[config.mk]
export PLATFORM = sky130hd
export DESIGN_NAME = stage_ex_mdu
export DESIGN_NICKNAME = d
export VERILOG_FILES = /design/src/rtl/stage_ex_mdu_pkg.sv /design/src/rtl/stage_ex_mdu_step.sv /design/src/rtl/stage_ex_mdu.sv
export SDC_FILE = /design/constraint.sdc
export NUM_CORES = 1
export LEC_CHECK = 0
export ABC_CLOCK_PERIOD_IN_PS = 7200
export CAP_MARGIN = 20
export CELL_PAD_IN_SITES_DETAIL_PLACEMENT = 0
export CELL_PAD_IN_SITES_GLOBAL_PLACEMENT = 1
export CORE_ASPECT_RATIO = 0.6
export CORE_MARGIN = 3
export CORE_UTILIZATION = 25
export DETAILED_ROUTE_END_ITERATION = 8
export PLACE_DENSITY = 0.57
export SYNTH_ARGS = -nofsm -noshare
export SYNTH_HDL_FRONTEND = slang
export SYNTH_HIERARCHICAL = 1
export SYNTH_SLANG_ARGS = --single-unit
[constraint.sdc]
create_clock -name clk -period 7.2 [get_ports clk]
set_input_delay 1.44 -clock clk [delete_from_list [all_inputs] [get_ports clk]]
set_output_delay 1.44 -clock clk [all_outputs]
set_load 0.01 [all_outputs]
[src/rtl/stage_ex_mdu_pkg.sv]
// Shared types and constants for the EX-stage multiply/divide unit.
// STAGE_EX_MDU_DIV_EN adds the DIV state and divider datapath.
package stage_ex_mdu_pkg;

  localparam logic [3:0] OP_MUL = 4'b1000;
  localparam logic [3:0] OP_DIV = 4'b1100;

  localparam int ITER_CNT = 32;
  localparam int CNT_W = 6;
  localparam logic [CNT_W-1:0] LAST_CNT = CNT_W'(ITER_CNT - 1);

  typedef enum logic [1:0] {
    S_IDLE = 2'd0,
    S_MUL  = 2'd1,
`ifdef STAGE_EX_MDU_DIV_EN
    S_DIV  = 2'd2,
`endif
    S_DONE = 2'd3
  } state_t;

  typedef enum logic [1:0] {
    STEP_HOLD = 2'd0,
    STEP_LOAD = 2'd1,
    STEP_MUL  = 2'd2,
    STEP_DIV  = 2'd3
  } step_t;

endpackage

[src/rtl/stage_ex_mdu_step.sv]
// One-iteration shift-add multiply / restoring divide datapath.
// Divide step present only with STAGE_EX_MDU_DIV_EN.
import stage_ex_mdu_pkg::*;

module stage_ex_mdu_step (
  input  logic        clk,
  input  logic        rst_n,
  input  step_t       cmd,
  input  logic [31:0] a,
  input  logic [31:0] b,
`ifdef STAGE_EX_MDU_DIV_EN
  output logic [31:0] quot_nxt,
  output logic        div_zero,
`endif
  output logic [31:0] prod_nxt
);

  // acc: product accumulator / remainder
  // opa: multiplier / dividend-quotient
  // opb: multiplicand / divisor
  logic [31:0] acc, acc_n;
  logic [31:0] opa, opa_n;
  logic [31:0] opb, opb_n;

`ifdef STAGE_EX_MDU_DIV_EN
  logic [32:0] shifted;
  logic        fits;

  assign shifted = {acc, opa[31]};
  assign fits = shifted >= {1'b0, opb};
`endif

  always_comb begin
    acc_n = acc;
    opa_n = opa;
    opb_n = opb;
    unique case (cmd)
      STEP_LOAD: begin
        acc_n = '0;
        opa_n = a;
        opb_n = b;
      end
      STEP_MUL: begin
        if (opa[0]) acc_n = acc + opb;
        opa_n = opa >> 1;
        opb_n = opb << 1;
      end
`ifdef STAGE_EX_MDU_DIV_EN
      STEP_DIV: begin
        // restore by keeping the shifted value when the trial fails
        acc_n = fits ? (shifted[31:0] - opb)
                     : shifted[31:0];
        opa_n = {opa[30:0], fits};
      end
`endif
      default: ;
    endcase
  end

  always_ff @(posedge clk or negedge rst_n) begin
    if (!rst_n) begin
      acc <= '0;
      opa <= '0;
      opb <= '0;
    end else begin
      acc <= acc_n;
      opa <= opa_n;
      opb <= opb_n;
    end
  end

  assign prod_nxt = acc_n;
`ifdef STAGE_EX_MDU_DIV_EN
  assign quot_nxt = opa_n;
  assign div_zero = (opb == '0);
`endif

endmodule

[src/rtl/stage_ex_mdu.sv]
// EX-stage iterative MUL/DIV sequencer with pipeline stall.
// Define STAGE_EX_MDU_DIV_EN to build the divide path.
import stage_ex_mdu_pkg::*;

module stage_ex_mdu (
  input  logic        clk,
  input  logic        rst_n,
  input  logic        start,
  input  logic [3:0]  op,
  input  logic [31:0] a,
  input  logic [31:0] b,
  input  logic        flush,
  output logic        stall,
  output logic        busy,
  output logic        done,
  output logic [31:0] result
);

  state_t state, state_n;
  step_t cmd;
  logic [CNT_W-1:0] cnt;
  logic [31:0] res_q, res_n;
  logic ld_res;
  logic is_mul, is_div, acc_ok, last;
  logic [31:0] prod_nxt;

`ifdef STAGE_EX_MDU_DIV_EN
  logic [31:0] quot_nxt;
  logic div_zero;

  assign is_div = (op == OP_DIV);
`else
  assign is_div = 1'b0;
`endif

  assign is_mul = (op == OP_MUL);
  assign acc_ok = rst_n & start & ~flush
                & (is_mul | is_div);
  assign last = (cnt == LAST_CNT);

  stage_ex_mdu_step u_step (
    .clk      (clk),
    .rst_n    (rst_n),
    .cmd      (cmd),
    .a        (a),
    .b        (b),
`ifdef STAGE_EX_MDU_DIV_EN
    .quot_nxt (quot_nxt),
    .div_zero (div_zero),
`endif
    .prod_nxt (prod_nxt)
  );

  always_comb begin
    state_n = state;
    cmd = STEP_HOLD;
    ld_res = 1'b0;
    res_n = res_q;
    unique case (state)
      S_IDLE: begin
        if (acc_ok) begin
          cmd = STEP_LOAD;
`ifdef STAGE_EX_MDU_DIV_EN
          state_n = is_div ? S_DIV : S_MUL;
`else
          state_n = S_MUL;
`endif
        end
      end
      S_MUL: begin
        if (flush) begin
          state_n = S_IDLE;
        end else begin
          cmd = STEP_MUL;
          if (last) begin
            state_n = S_DONE;
            ld_res = 1'b1;
            res_n = prod_nxt;
          end
        end
      end
`ifdef STAGE_EX_MDU_DIV_EN
      S_DIV: begin
        if (flush) begin
          state_n = S_IDLE;
        end else if (div_zero) begin
          state_n = S_DONE;
          ld_res = 1'b1;
          res_n = '1;
        end else begin
          cmd = STEP_DIV;
          if (last) begin
            state_n = S_DONE;
            ld_res = 1'b1;
            res_n = quot_nxt;
          end
        end
      end
`endif
      S_DONE: state_n = S_IDLE;
      default: state_n = S_IDLE;
    endcase
  end

  always_ff @(posedge clk or negedge rst_n) begin
    if (!rst_n) begin
      state <= S_IDLE;
      cnt <= '0;
      res_q <= '0;
    end else begin
      state <= state_n;
      if (state == S_IDLE && acc_ok)
        cnt <= '0;
      else if (busy)
        cnt <= cnt + 1'b1;
      if (ld_res)
        res_q <= res_n;
    end
  end

`ifdef STAGE_EX_MDU_DIV_EN
  assign busy = (state == S_MUL)
              | (state == S_DIV);
`else
  assign busy = (state == S_MUL);
`endif
  assign done = (state == S_DONE);
  assign stall = ((state == S_IDLE) & acc_ok) | busy;
  assign result = res_q;

endmodule

==> run metrics <==
first-pass GRT wire length 32700 µm; Ant. Diodes 0; Die Y 141 µm; final non-filler cell total 1230; Post-DP HPWL 14100 µm; CP endpoint kind register; Layout area overhead 26.2%; Post-Synthesis Cells 726; crit path DAT 5.48 ns; CP cell instances clkdlybuf4s50_1 > or4b_4 > nor4_4 > inv_1 > ha_4 > nor2_1 > nand2_1 > buf_4 > o311ai_0 > or3_1 > mux2_4; row cnt 48; switching share of power 31.5%; r2r setup slk 3.10 ns; Max VDD drop 157 µV; die area 0.0324 mm²; largest area contributor in the netlist dfrtp_1; clock-pin slew on the worst setup and hold paths 0.06 ns; post-route minimum period 5.10 ns; Slew Viols, Final 0; Final Hold Viols 0; clk sinks 136; Clk pwr share 35.7%; Flop pwr share 42.8%; Crit Reg-Reg Startpoint state[0]; Max-slew headroom 34.6%; Placer Congestion 0.774; status finished, final reports clean; Slowest cell on crit path nor2_1; initial antenna violation count 0; Clock Skews 0.00890 ns; number of enable flip-flop cells after synthesis 0; via count 5561; worst hold path type register to register; met2 Use GR 16.5%; number of library cell types mapped by synthesis 68; Crit Path Max Fanout 55; number of global-route vias before repair 5602; Core Area 0.0292 mm²; Max clock buf depth 2; FILL cells 3039; Root Buffer clkbuf_16; I/O Buffers 106; power per cell area 244 mW/mm²; grt peak-use layer met1; Combinational Power Share 21.5%; total CTS buffers 17; Yosys warnings 6; net switching power 0.000731 W; Crit Reg-Reg Endpoint result[28]; Antenna Nets Post-Route 0; HP Start u_step/opa[6]; R2R depth 10; register area 0.00340 mm²; IO Pins 107; Overflow after GRT 0; crit path buf inv count 3; fin nets 925; kind of critical path primary input to register; setup TNS 0 ns; top_reg_cell synth dfrtp_1; Post-CTS Hold Fix Bufs 0; post-CTS setup buffers 0; DRT Wirelength 20100 µm; DR vias/cell 4.52; largest net degree at the start of global routing 88; GRT Overall Usage 13.0%; wire per inst 16.4 µm; Finish-stage setup viols 0; RSZ-0062 raised after global routing no; Int Power 0.00159 W; Async S/R FF share, synth 100%; Clock Latency Late Sink 0.44 ns; MaxCap Viol Count 0; layout cell share with drive strength beyond 1 9.40%; Fmax 196 MHz; H-tree depth 4; placed cell count 1200; CP top delay family simple AND/OR/NAND/NOR gates; crit start category primary input; slew at the pin closest to its max-slew limit 0.981 ns; Syn Area/Cell 10.4 µm²; DRC Markers 0; DR pass1 iterations 5; Synth area leaders dfrtp_1, mux2i_1, o21ai_0; Hold Path End u_step/opa[6]; multi-input logic area 0.00392 mm²; Cell Area, Synth 0.00754 mm²; post-CTS sizing 0; Synth top area share 45.1%; hold path cells 2; Seq/Total Area, Yosys 45.1%; met1 Track Usage GR 20.3%; GR Util met3 3.90%; initial drt markers 340; Mapped Nets 832; final cycle utilization of the critical path 70.9%; leakage 4.18 nW; initial core utilization 25.8%; Die Width 230 µm; worst path required time 7.57 ns; synthesized flop and latch total 136; CTS tree done; largest stage delay on the critical path 0.64 ns
-- power groups by stage --
stage	clock [W]	sequential, W	combinational, W
final	0.000829	0.000995	0.000500
after detailed placement	0	0.00101	0.000499
after CTS	0.000868	0.000996	0.000502
after global routing	0.000903	0.00102	0.000572
after global placement	0	0.00101	0.000498
after floorplan	0	0.000970	0.000350
-- cell usage in the layout, fill, tap and decap left out, drive strengths merged, types with 4 or more instances in the layout --
master,synthesis,final
clkbuf,21,18
xor2,12,12
o21ai,110,110
xnor2,14,14
a31oi,4,4
a21oi,28,28
nor3,6,6
nor2,19,19
or3,5,5
buf,16,6
nand4,6,6
nor2b,5,5
mux2i,64,64
inv,13,14
a21o,15,15
nand2b,4,4
dfrtp,136,136
a211oi,4,4
nand3,10,10
a22o,17,17
mux2,32,32
nand2,100,100
o21bai,6,6
ha,33,33
clkdlybuf4s50,0,105
clkinvlp,0,6
clkinv,1,5
-- flip-flops by register name, summed over array words and instances (netlist names) --
signal / flops
u_step/opa: 32
u_step/acc: 32
state: 2
result: 32
cnt: 6
u_step/opb: 32
-- synth_stat cells, drive strengths merged, types with 3 or more instances --
cell type and instances:
nor3 6, nand4 6, or3 5, a22o 17
nand2 100, ha 33, mux2 32, buf 16
o21bai 6, nand2b 4, nand3 10, nor2b 5
a21o 15, and2 3, and3 3, a211oi 4
xnor2 14, dfrtp 136, clkbuf 21, nor2 19
xor2 12, a31oi 4, a41oi 3, o21ai 110
inv 13, o211ai 3, or2 3, nor4 3
mux2i 64, a21oi 28
-- how the worst max path moves through the flow --
stage	startpoint	end	slack (ns)	depth (start not counted)
floorplan	flush	result[28]	3.19	10
global placement	flush	result[28]	1.69	11
detailed placement	flush	result[28]	1.63	11
CTS	flush	result[28]	2.12	11
global route	flush	result[28]	1.72	11
finish	flush	result[28]	2.10	11
-- final cells by class --
| type | instances | area share (%) |
|---|---|---|
| multi-input cells | 539 | 41.2 |
| flip-flops and latches | 136 | 35.8 |
| repair buffers | 111 | 11.6 |
| well taps | 400 | 5.26 |
| clock buffers | 18 | 4.61 |
| clock inverters | 12 | 1.09 |
| inverters | 14 | 0.552 |
-- worst register-to-register path, stage by stage (launching register included) --
cell and delay, ns:
dfrtp_1 0.42, or4b_4 0.57, nor4_4 0.41, inv_1 0.14, ha_4 0.43, nor2_1 0.64, nand2_1 0.47, buf_4 0.35
o311ai_0 0.30, or3_1 0.17, mux2_4 0.13
-- logic make-up (layout without fill, tap and decap cells) --
family          Yosys count  after routing  synth area share [%]
xor+xnor                 26             26                  3.02
simple gates            175            175                  10.9
buf+inv                  51            155                  3.10
fa+ha+maj                34             34                  5.74
flops                   136            136                  45.1
compound gates          208            208                  17.4
mux                      96             96                  14.7
-- per-stage QoR --
stage	power (W)	util [%]	hold WS, ns	setup WS (ns)	instance area, µm²
final	0.00232	32.5	0.481	2.10	9520
after global placement	0.00151	30.7	0.468	1.69	8970
after detailed placement	0.00151	30.7	0.473	1.63	8970
after floorplan	0.00132	-	0.453	3.19	7540
after global routing	0.00249	32.5	0.507	1.72	9520
after CTS	0.00237	32.5	0.488	2.12	9520
-- per-layer routing --
layer  share of wire, %  wire, µm  vias to the layer above
li1                   -         -                     2813
met1                 56     11300                     2624
met2                 37      7540                      112
met3                5.3      1070                       12
met4                1.2       238                        0
met5                  0         0                        -
(Power assumes the default switching activity.)
